### src/rtl/riscv_pkg.sv
// Shared RV32I core definitions: opcodes, control encodings and the decoder control bundle.
package riscv_pkg;

  localparam logic [6:0] OP_LOAD   = 7'b0000011;
  localparam logic [6:0] OP_STORE  = 7'b0100011;
  localparam logic [6:0] OP_RTYPE  = 7'b0110011;
  localparam logic [6:0] OP_ITYPE  = 7'b0010011;
  localparam logic [6:0] OP_BRANCH = 7'b1100011;
  localparam logic [6:0] OP_JAL    = 7'b1101111;
  localparam logic [6:0] OP_LUI    = 7'b0110111;

  localparam logic [1:0] RES_ALU = 2'b00;
  localparam logic [1:0] RES_MEM = 2'b01;
  localparam logic [1:0] RES_PC4 = 2'b10;

  localparam logic [2:0] IMM_I = 3'b000;
  localparam logic [2:0] IMM_S = 3'b001;
  localparam logic [2:0] IMM_B = 3'b010;
  localparam logic [2:0] IMM_J = 3'b011;
  localparam logic [2:0] IMM_U = 3'b100;

  localparam logic [1:0] ALUOP_ADD    = 2'b00;
  localparam logic [1:0] ALUOP_BRANCH = 2'b01;
  localparam logic [1:0] ALUOP_FUNCT  = 2'b10;
  localparam logic [1:0] ALUOP_LUI    = 2'b11;

  typedef struct packed {
    logic       reg_write;
    logic [1:0] result_src;
    logic       mem_write;
    logic       jump;
    logic       branch;
    logic       alu_src;
    logic [2:0] alu_control;
  } ctrl_t;

  localparam int unsigned CTRL_W = $bits(ctrl_t);

endpackage

### src/rtl/decode_execute_register_if.sv
// Decode-to-execute boundary signals; the register is the slave, the decode side the master.
interface decode_execute_register_if #(
  parameter int unsigned XLEN       = 32,
  parameter int unsigned REG_ADDR_W = 5,
  parameter int unsigned CNT_W      = 16
);
  logic                  StallE, FlushE, ValidD;
  logic                  RegWriteD, MemWriteD, JumpD, BranchD, ALUSrcD;
  logic [1:0]            ResultSrcD;
  logic [2:0]            ALUControlD;
  logic [XLEN-1:0]       RD1D, RD2D, PCD, PCPlus4D, ImmExtD;
  logic [REG_ADDR_W-1:0] Rs1D, Rs2D, RdD;

  logic                  RegWriteE, MemWriteE, JumpE, BranchE, ALUSrcE, ValidE;
  logic [1:0]            ResultSrcE;
  logic [2:0]            ALUControlE;
  logic [XLEN-1:0]       RD1E, RD2E, PCE, PCPlus4E, ImmExtE;
  logic [REG_ADDR_W-1:0] Rs1E, Rs2E, RdE;
  logic [CNT_W-1:0]      BubbleCountE;

  modport master (
    output StallE, FlushE, ValidD, RegWriteD, MemWriteD, JumpD, BranchD, ALUSrcD,
           ResultSrcD, ALUControlD, RD1D, RD2D, PCD, PCPlus4D, ImmExtD, Rs1D, Rs2D, RdD,
    input  RegWriteE, MemWriteE, JumpE, BranchE, ALUSrcE, ValidE, ResultSrcE, ALUControlE,
           RD1E, RD2E, PCE, PCPlus4E, ImmExtE, Rs1E, Rs2E, RdE, BubbleCountE
  );

  modport slave (
    input  StallE, FlushE, ValidD, RegWriteD, MemWriteD, JumpD, BranchD, ALUSrcD,
           ResultSrcD, ALUControlD, RD1D, RD2D, PCD, PCPlus4D, ImmExtD, Rs1D, Rs2D, RdD,
    output RegWriteE, MemWriteE, JumpE, BranchE, ALUSrcE, ValidE, ResultSrcE, ALUControlE,
           RD1E, RD2E, PCE, PCPlus4E, ImmExtE, Rs1E, Rs2E, RdE, BubbleCountE
  );
endinterface

### src/rtl/pipe_field_reg.sv
// Generic pipeline field register: async reset, synchronous clear over enable.
module pipe_field_reg #(
  parameter int unsigned W = 8
) (
  input  logic         clk,
  input  logic         rst,
  input  logic         en,
  input  logic         clr,
  input  logic [W-1:0] d,
  output logic [W-1:0] q
);

  always_ff @(posedge clk or posedge rst) begin
    if (rst)     q <= '0;
    else if (clr) q <= '0;
    else if (en)  q <= d;
  end

endmodule

### src/rtl/decode_execute_register.sv
// D/E pipeline register: control and data bundles with stall, flush, slot validity
// and a saturating count of bubbles entering the execute stage.
module decode_execute_register
  import riscv_pkg::*;
#(
  parameter int unsigned XLEN       = 32,
  parameter int unsigned REG_ADDR_W = 5,
  parameter int unsigned CNT_W      = 16
) (
  input logic                      clk,
  input logic                      rst,
  decode_execute_register_if.slave bus
);

  localparam int unsigned DATA_W = 5 * XLEN + 3 * REG_ADDR_W;

  ctrl_t             ctrl_d, ctrl_q;
  logic              valid_q;
  logic [CTRL_W:0]   ctrl_vq;
  logic [DATA_W-1:0] data_d, data_q;
  logic [CNT_W-1:0]  bubble_cnt;
  logic              bubble_c;

  // An invalid slot must never commit architectural side effects.
  always_comb begin
    ctrl_d             = '0;
    ctrl_d.reg_write   = bus.RegWriteD & bus.ValidD;
    ctrl_d.result_src  = bus.ResultSrcD;
    ctrl_d.mem_write   = bus.MemWriteD & bus.ValidD;
    ctrl_d.jump        = bus.JumpD & bus.ValidD;
    ctrl_d.branch      = bus.BranchD & bus.ValidD;
    ctrl_d.alu_src     = bus.ALUSrcD;
    ctrl_d.alu_control = bus.ALUControlD;
  end

  assign data_d = {bus.RD1D, bus.RD2D, bus.PCD, bus.PCPlus4D, bus.ImmExtD,
                   bus.Rs1D, bus.Rs2D, bus.RdD};

  pipe_field_reg #(.W(CTRL_W + 1)) u_ctrl_reg (
    .clk (clk),
    .rst (rst),
    .en  (~bus.StallE),
    .clr (bus.FlushE),
    .d   ({ctrl_d, bus.ValidD}),
    .q   (ctrl_vq)
  );

  pipe_field_reg #(.W(DATA_W)) u_data_reg (
    .clk (clk),
    .rst (rst),
    .en  (~bus.StallE),
    .clr (bus.FlushE),
    .d   (data_d),
    .q   (data_q)
  );

  assign {ctrl_q, valid_q} = ctrl_vq;

  assign bus.RegWriteE   = ctrl_q.reg_write;
  assign bus.ResultSrcE  = ctrl_q.result_src;
  assign bus.MemWriteE   = ctrl_q.mem_write;
  assign bus.JumpE       = ctrl_q.jump;
  assign bus.BranchE     = ctrl_q.branch;
  assign bus.ALUSrcE     = ctrl_q.alu_src;
  assign bus.ALUControlE = ctrl_q.alu_control;
  assign bus.ValidE      = valid_q;

  assign {bus.RD1E, bus.RD2E, bus.PCE, bus.PCPlus4E, bus.ImmExtE,
          bus.Rs1E, bus.Rs2E, bus.RdE} = data_q;

  // A bubble is any edge that writes ValidE low.
  assign bubble_c = bus.FlushE | (~bus.StallE & ~bus.ValidD);

  always_ff @(posedge clk or posedge rst) begin
    if (rst)
      bubble_cnt <= '0;
    else if (bubble_c && (bubble_cnt != {CNT_W{1'b1}}))
      bubble_cnt <= bubble_cnt + CNT_W'(1);
  end

  assign bus.BubbleCountE = bubble_cnt;

endmodule

### src/flat_wrapper.sv
// flat-port wrapper written by rule: the top's interface ports become plain ports
module decode_execute_register_flat import riscv_pkg::*;
#(
  parameter int unsigned XLEN       = 32,
  parameter int unsigned REG_ADDR_W = 5,
  parameter int unsigned CNT_W      = 16
)
  (clk, rst, bus_StallE, bus_FlushE, bus_ValidD, bus_RegWriteD, bus_MemWriteD, bus_JumpD, bus_BranchD, bus_ALUSrcD, bus_ResultSrcD, bus_ALUControlD, bus_RD1D, bus_RD2D, bus_PCD, bus_PCPlus4D, bus_ImmExtD, bus_Rs1D, bus_Rs2D, bus_RdD, bus_RegWriteE, bus_MemWriteE, bus_JumpE, bus_BranchE, bus_ALUSrcE, bus_ValidE, bus_ResultSrcE, bus_ALUControlE, bus_RD1E, bus_RD2E, bus_PCE, bus_PCPlus4E, bus_ImmExtE, bus_Rs1E, bus_Rs2E, bus_RdE, bus_BubbleCountE);
  decode_execute_register_if #(.XLEN(XLEN), .REG_ADDR_W(REG_ADDR_W), .CNT_W(CNT_W)) bus_i ();
  input logic clk;
  input logic rst;
  input wire logic [$bits(bus_i.StallE)-1:0] bus_StallE;
  input wire logic [$bits(bus_i.FlushE)-1:0] bus_FlushE;
  input wire logic [$bits(bus_i.ValidD)-1:0] bus_ValidD;
  input wire logic [$bits(bus_i.RegWriteD)-1:0] bus_RegWriteD;
  input wire logic [$bits(bus_i.MemWriteD)-1:0] bus_MemWriteD;
  input wire logic [$bits(bus_i.JumpD)-1:0] bus_JumpD;
  input wire logic [$bits(bus_i.BranchD)-1:0] bus_BranchD;
  input wire logic [$bits(bus_i.ALUSrcD)-1:0] bus_ALUSrcD;
  input wire logic [$bits(bus_i.ResultSrcD)-1:0] bus_ResultSrcD;
  input wire logic [$bits(bus_i.ALUControlD)-1:0] bus_ALUControlD;
  input wire logic [$bits(bus_i.RD1D)-1:0] bus_RD1D;
  input wire logic [$bits(bus_i.RD2D)-1:0] bus_RD2D;
  input wire logic [$bits(bus_i.PCD)-1:0] bus_PCD;
  input wire logic [$bits(bus_i.PCPlus4D)-1:0] bus_PCPlus4D;
  input wire logic [$bits(bus_i.ImmExtD)-1:0] bus_ImmExtD;
  input wire logic [$bits(bus_i.Rs1D)-1:0] bus_Rs1D;
  input wire logic [$bits(bus_i.Rs2D)-1:0] bus_Rs2D;
  input wire logic [$bits(bus_i.RdD)-1:0] bus_RdD;
  output wire logic [$bits(bus_i.RegWriteE)-1:0] bus_RegWriteE;
  output wire logic [$bits(bus_i.MemWriteE)-1:0] bus_MemWriteE;
  output wire logic [$bits(bus_i.JumpE)-1:0] bus_JumpE;
  output wire logic [$bits(bus_i.BranchE)-1:0] bus_BranchE;
  output wire logic [$bits(bus_i.ALUSrcE)-1:0] bus_ALUSrcE;
  output wire logic [$bits(bus_i.ValidE)-1:0] bus_ValidE;
  output wire logic [$bits(bus_i.ResultSrcE)-1:0] bus_ResultSrcE;
  output wire logic [$bits(bus_i.ALUControlE)-1:0] bus_ALUControlE;
  output wire logic [$bits(bus_i.RD1E)-1:0] bus_RD1E;
  output wire logic [$bits(bus_i.RD2E)-1:0] bus_RD2E;
  output wire logic [$bits(bus_i.PCE)-1:0] bus_PCE;
  output wire logic [$bits(bus_i.PCPlus4E)-1:0] bus_PCPlus4E;
  output wire logic [$bits(bus_i.ImmExtE)-1:0] bus_ImmExtE;
  output wire logic [$bits(bus_i.Rs1E)-1:0] bus_Rs1E;
  output wire logic [$bits(bus_i.Rs2E)-1:0] bus_Rs2E;
  output wire logic [$bits(bus_i.RdE)-1:0] bus_RdE;
  output wire logic [$bits(bus_i.BubbleCountE)-1:0] bus_BubbleCountE;
  assign bus_i.StallE = bus_StallE;
  assign bus_i.FlushE = bus_FlushE;
  assign bus_i.ValidD = bus_ValidD;
  assign bus_i.RegWriteD = bus_RegWriteD;
  assign bus_i.MemWriteD = bus_MemWriteD;
  assign bus_i.JumpD = bus_JumpD;
  assign bus_i.BranchD = bus_BranchD;
  assign bus_i.ALUSrcD = bus_ALUSrcD;
  assign bus_i.ResultSrcD = bus_ResultSrcD;
  assign bus_i.ALUControlD = bus_ALUControlD;
  assign bus_i.RD1D = bus_RD1D;
  assign bus_i.RD2D = bus_RD2D;
  assign bus_i.PCD = bus_PCD;
  assign bus_i.PCPlus4D = bus_PCPlus4D;
  assign bus_i.ImmExtD = bus_ImmExtD;
  assign bus_i.Rs1D = bus_Rs1D;
  assign bus_i.Rs2D = bus_Rs2D;
  assign bus_i.RdD = bus_RdD;
  assign bus_RegWriteE = bus_i.RegWriteE;
  assign bus_MemWriteE = bus_i.MemWriteE;
  assign bus_JumpE = bus_i.JumpE;
  assign bus_BranchE = bus_i.BranchE;
  assign bus_ALUSrcE = bus_i.ALUSrcE;
  assign bus_ValidE = bus_i.ValidE;
  assign bus_ResultSrcE = bus_i.ResultSrcE;
  assign bus_ALUControlE = bus_i.ALUControlE;
  assign bus_RD1E = bus_i.RD1E;
  assign bus_RD2E = bus_i.RD2E;
  assign bus_PCE = bus_i.PCE;
  assign bus_PCPlus4E = bus_i.PCPlus4E;
  assign bus_ImmExtE = bus_i.ImmExtE;
  assign bus_Rs1E = bus_i.Rs1E;
  assign bus_Rs2E = bus_i.Rs2E;
  assign bus_RdE = bus_i.RdE;
  assign bus_BubbleCountE = bus_i.BubbleCountE;
  decode_execute_register #(.XLEN(XLEN), .REG_ADDR_W(REG_ADDR_W), .CNT_W(CNT_W)) u_core (.clk(clk), .rst(rst), .bus(bus_i));
endmodule
### config.mk
export PLATFORM = sky130hd
export DESIGN_NAME = decode_execute_register_flat
export DESIGN_NICKNAME = d
export VERILOG_FILES = /design/src/rtl/riscv_pkg.sv /design/src/rtl/decode_execute_register_if.sv /design/src/rtl/pipe_field_reg.sv /design/src/rtl/decode_execute_register.sv /design/src/flat_wrapper.sv
export SDC_FILE = /design/constraint.sdc
export NUM_CORES = 1
export LEC_CHECK = 0
export CORE_MARGIN = 5
export CORE_UTILIZATION = 41
export CTS_BUF_LIST = sky130_fd_sc_hd__clkbuf_4 sky130_fd_sc_hd__clkbuf_8 sky130_fd_sc_hd__clkbuf_16
export DETAILED_ROUTE_END_ITERATION = 16
export GPL_ROUTABILITY_DRIVEN = 0
export GPL_TIMING_DRIVEN = 1
export PLACE_DENSITY = 0.78
export SLEW_MARGIN = 0
export SYNTH_ARGS = -nofsm -noshare
export SYNTH_HDL_FRONTEND = slang
export SYNTH_SLANG_ARGS = --single-unit
### constraint.sdc
create_clock -name clk -period 10.7 [get_ports clk]
set_input_delay 3.21 -clock clk [delete_from_list [all_inputs] [get_ports clk]]
set_output_delay 3.21 -clock clk [all_outputs]
set_load 0.01 [all_outputs]
# Yosys cells after proc, flatten, opt, wreduce, memory -nomap -nowiden

Cells that the tools add are included.

Register bits: 202
Output and inout bits: 202

Add/subtract/negate cells: 1
Equal/unequal tests: 2
Multiplexer cells: 4
Bitwise logic cells: 8
Reduce and logical (&&, ||, !) cells: 1

Operator list:

| cell                                                                     | count |
|---|---|
| 175-bit two-way mux                                                      | 2 |
| 11-bit two-way mux                                                       | 2 |
| 16-bit by 1-bit adder with 16-bit output (second input constant)         | 1 |
| 16-bit inequality test (second input constant)                           | 1 |
| 1-bit AND                                                                | 5 |
| 2-bit by 1-bit inequality test with 1-bit output (second input constant) | 1 |
| 1-bit inverter                                                           | 2 |
| 1-bit logical AND                                                        | 1 |
| 1-bit OR                                                                 | 1 |

# Depth between registers and ports, before layout

Depth in word-level cells: 4
Mapped depth: 6
Gate-level depth less buffers: 5

# Cells and area by module

Synthesis repeated with hierarchy kept, for this count alone.

Cell total of the unflattened synthesis: 683
Area total of the unflattened synthesis: 8471.9 sq um

By module, submodules not included:

| module                             | instances | cells each | area each (sq um) | sequential area each (sq um) |
|---|---|---|---|---|
| pipe_field_reg (u_core.u_data_reg) | 1         | 565        | 7173.1            | 4379.2 |
| decode_execute_register            | 1         | 82         | 853.3             | 400.4 |
| pipe_field_reg (u_core.u_ctrl_reg) | 1         | 36         | 445.4             | 275.3 |

# Worst setup path before layout

No wires, ideal clock.

Path kind: input-to-reg
Start: in bus_FlushE
End: reg u_core.bubble_cnt[13] (netlist: u_core.bus.BubbleCountE[13])
Setup time: 79 ps
Arrival: 4108 ps
Path slack: 6512 ps
Stages: 5
Path through: buf_2 -> o21bai_4 -> nand4_4 -> nor4_2 -> xor2_1

Cells in the longest elaborated chain, start to end: 2

RTL lines:

| element              | line                          | source |
|---|---|---|
| start, declared      | flat_wrapper.sv:13            | `input wire logic [$bits(bus_i.FlushE)-1:0] bus_FlushE;` |
| 1-bit OR             | decode_execute_register.sv:72 | `assign bubble_c = bus.FlushE \| (~bus.StallE & ~bus.ValidD);` |
| 1-bit logical AND    | decode_execute_register.sv:77 | `else if (bubble_c && (bubble_cnt != {CNT_W{1'b1}}))` |
| end signal, assigned | decode_execute_register.sv:78 | `bubble_cnt <= bubble_cnt + CNT_W'(1);` |
| end, declared        | decode_execute_register.sv:21 | `logic [CNT_W-1:0] bubble_cnt;` |

No other way between the ends.
A chain may end at the register's enable or synchronous reset.

# Worst setup path after layout

Start: in bus_StallE
End: reg u_core.bubble_cnt[1] (netlist: u_core.bus.BubbleCountE[1])

Cells in the longest elaborated chain, start to end: 4

RTL lines:

| element           | line                          | source |
|---|---|---|
| start, declared   | flat_wrapper.sv:12            | `input wire logic [$bits(bus_i.StallE)-1:0] bus_StallE;` |
| 1-bit inverter    | --                            |  |
| 1-bit AND         | decode_execute_register.sv:72 |  |
| 1-bit OR          | decode_execute_register.sv:72 |  |
| 1-bit logical AND | decode_execute_register.sv:77 |  |

No other way between the ends.

==> results.yml <==
status:
  outcome: "complete, no violations"
finish:
  layout-drive-gt1-share: 0.05307
  stdcell_area_sq_um: 13140
  antenna_cells: 0
  post-route-util: 0.6559
  areaGrowthSynthToFinish_pct: 58.59
  num-nets-final: 1250
route:
  avgViaCountPerCell: 4.807
  vias: 6460
  route.detailed.drc: 0
  avgRoutedWirePerCell_microns: 18.57
  drt-total-wl_mm: 24.95
  first_pass_iters: 4
  ant_nets: 0
  drt-initial-drc-count: 291
die:
  std_cell_rows: 52
  start_util: 0.4136
  die_area_sq_um: 23160
  die_height_microns: 152.2
  ios: 392
  die_width_microns: 152.2
  coreArea_sq_um: 20040
critical_path:
  worstSetupEndpointType: "flop"
  r2r_cells: 5
  r2r_end: "u_core.bus.BubbleCountE[1]"
  worstSetupStartpointType: "input port"
  required_ns: 11.08
  arrival_ns: 5.33
  path_class: "in2reg"
  r2r_setup_slack_ns: 8.94
  worst_r2r_startpoint: "u_core.bus.BubbleCountE[0]"
  cp_max_fo: 120
clock_tree:
  cts_tree: "done"
  holdBufCountCts: 0
  ctsHtreeMaxLevel: 1
  cts_resized: 0
  numCtsBuffers: 22
  cts_buffer_depth: 3
  clock_sinks: 202
  postCtsSetupBuffers: 0
  clockRootBuffer: "clkbuf_16"
  insertion_delay_ns: 0.49
  path_clk_slew_ns: 0.06
grt:
  grt_overflow: 0
  grt_util_all_layers: 0.2079
  grt_pass1_vias: 6762
  antenna_found_initial: 1
  grt_pass1_wl_mm: 38.95
  grt_max_degree: 131
synthesis:
  synth_seq_cells: 202
  synth_flop_cell: "dfrtp_1"
  synth_edf_count: 0
  yosys_warnings: 0
  syn_area_per_cell_sq_um: 12.12
  synth_seq_area_share: 0.6099
  synth_area_sq_um: 8288
  ys_types: 28
  synth_nets: 875
  netlist_instances: 684
  synthArstFlopShare: 1.000
min_path:
  hp-start: "u_core.bus.BubbleCountE[6]"
  holdPathEnd: "u_core.bus.BubbleCountE[6]"
  hp-class: "reg2reg"
  min_path_cells: 1
power_and_ir_drop:
  p_per_area_nw_per_um2: 152.4
  total_power_mw: 2.002
  p_leak_nw: 6.209
  peakVddDrop_mv: 0.1070
sta:
  fmax_ghz: 0.2021
  max_slew_margin: 0.3254
  setup_violations: 0
  finalHoldViolations: 0
  rsz0062_at_grt: "no"
  fin_hold_ws_ns: 0.4914
  period_needed_ns: 4.948
  clock_skew_ns: 0.006116
  period_share: 0.4624
  drv_slew: 0
  worstMarginPinSlew_ns: 1.012
  setup-tns-final_ns: 0
place:
  io_buffers: 391
  place_hpwl_mm: 18.04
  place_area_sq_um: 12370
job:
  drv_cap: 0
==> how the worst max path moves through the flow <==
stage | to | slack [ns] | startpoint | depth (start not counted)
floorplan | u_core.bus.BubbleCountE[0] | 1.98 | rst | 1
global placement | u_core.u_data_reg.q[142] | 5.25 | rst | 3
detailed placement | u_core.u_data_reg.q[115] | 5.25 | rst | 3
CTS | u_core.u_data_reg.q[153] | 5.79 | rst | 3
global route | u_core.u_data_reg.q[155] | 5.51 | rst | 3
finish | u_core.bus.BubbleCountE[1] | 5.75 | bus_StallE | 5
==> cells by family after synthesis <==
logic type      Yosys count  synth area share
xor+xnor                 15           0.01585
compound gates           15           0.01208
flops                   202            0.6099
mux                     182            0.2204
buf+inv                  46           0.02717
simple gates            223            0.1131
fa+ha+maj                 1          0.001509
==> metal layers <==
layer | vias up | wire [microns] | global-route usage | part of all wire
met5 | - | 7 | 0 | 0.00028
met2 | 295 | 12070 | 0.3508 | 0.48
li1 | 3036 | - | - | -
met4 | 2 | 1001 | 0.08091 | 0.040
met3 | 56 | 2409 | 0.07384 | 0.097
met1 | 3071 | 9469 | 0.2441 | 0.38
==> power by group <==
group / internal (mW) / total, mW / switching (mW)
logic: 0.204 / 0.352 / 0.149
registers: 0.816 / 0.858 / 0.0423
clock network: 0.488 / 0.792 / 0.304
==> stage by stage <==
| stage | worst slack (ns) | std cells |
|---|---|---|
| 6_report | 5.752 | 1344 |
| 2_1_floorplan | 1.979 | 684 |
| 3_3_place_gp | 5.254 | 1305 |
| 4_1_cts | 5.794 | 1344 |
| 5_1_grt | 5.510 | 1344 |
| 3_5_place_dp | 5.250 | 1305 |
==> flip-flops by register name (all words and copies together) (netlist names) <==
name,flops
u_core.u_data_reg.q,175
u_core.u_ctrl_reg.q,11
u_core.bus.BubbleCountE,16
==> final cells by class <==
cell class / instances / area [sq um]
clock buffer: 28 / 625.6
clock inverter: 11 / 143.9
fill: 1613 / 6895
inverter: 2 / 15.01
multi-input combinational: 436 / 3008
sequential: 202 / 5055
tap: 270 / 337.8
timing repair buffer: 395 / 3959
==> cell usage in the layout, fill, tap and decap left out, types with 2 or more instances in the layout <==
| cell type | count |
|---|---|
| a21oi_1 | 11 |
| and3_1 | 3 |
| buf_4 | 4 |
| bufinv_16 | 3 |
| clkbuf_16 | 23 |
| clkbuf_4 | 3 |
| clkbuf_8 | 2 |
| clkdlybuf4s50_1 | 389 |
| clkinv_2 | 3 |
| clkinvlp_4 | 4 |
| dfrtp_1 | 202 |
| mux2i_1 | 181 |
| nand2_1 | 13 |
| nand4_1 | 4 |
| nor2_1 | 190 |
| nor3_1 | 3 |
| nor4_2 | 3 |
| xor2_1 | 15 |
==> critical path: stages <==
cell	delay [ns]
buf_8	0.53
buf_12	0.68
o21bai_4	0.20
a21boi_2	0.23
mux2_4	0.31
==> synth_stat cells, drive strengths merged, types with 2 or more instances <==
| master | n | area (sq um) |
|---|---|---|
| buf | 23 | 137.6 |
| xor2 | 15 | 131.4 |
| inv | 2 | 7.510 |
| clkbuf | 21 | 80.07 |
| nand3 | 2 | 15.01 |
| mux2i | 181 | 1812 |
| and3 | 4 | 26.28 |
| nand2 | 13 | 48.80 |
| a21oi | 11 | 55.05 |
| nor2 | 190 | 713.2 |
| nand4 | 6 | 58.80 |
| nor4 | 3 | 37.54 |
| dfrtp | 202 | 5055 |
| nor3 | 4 | 31.28 |
(Power assumes the default switching activity.)
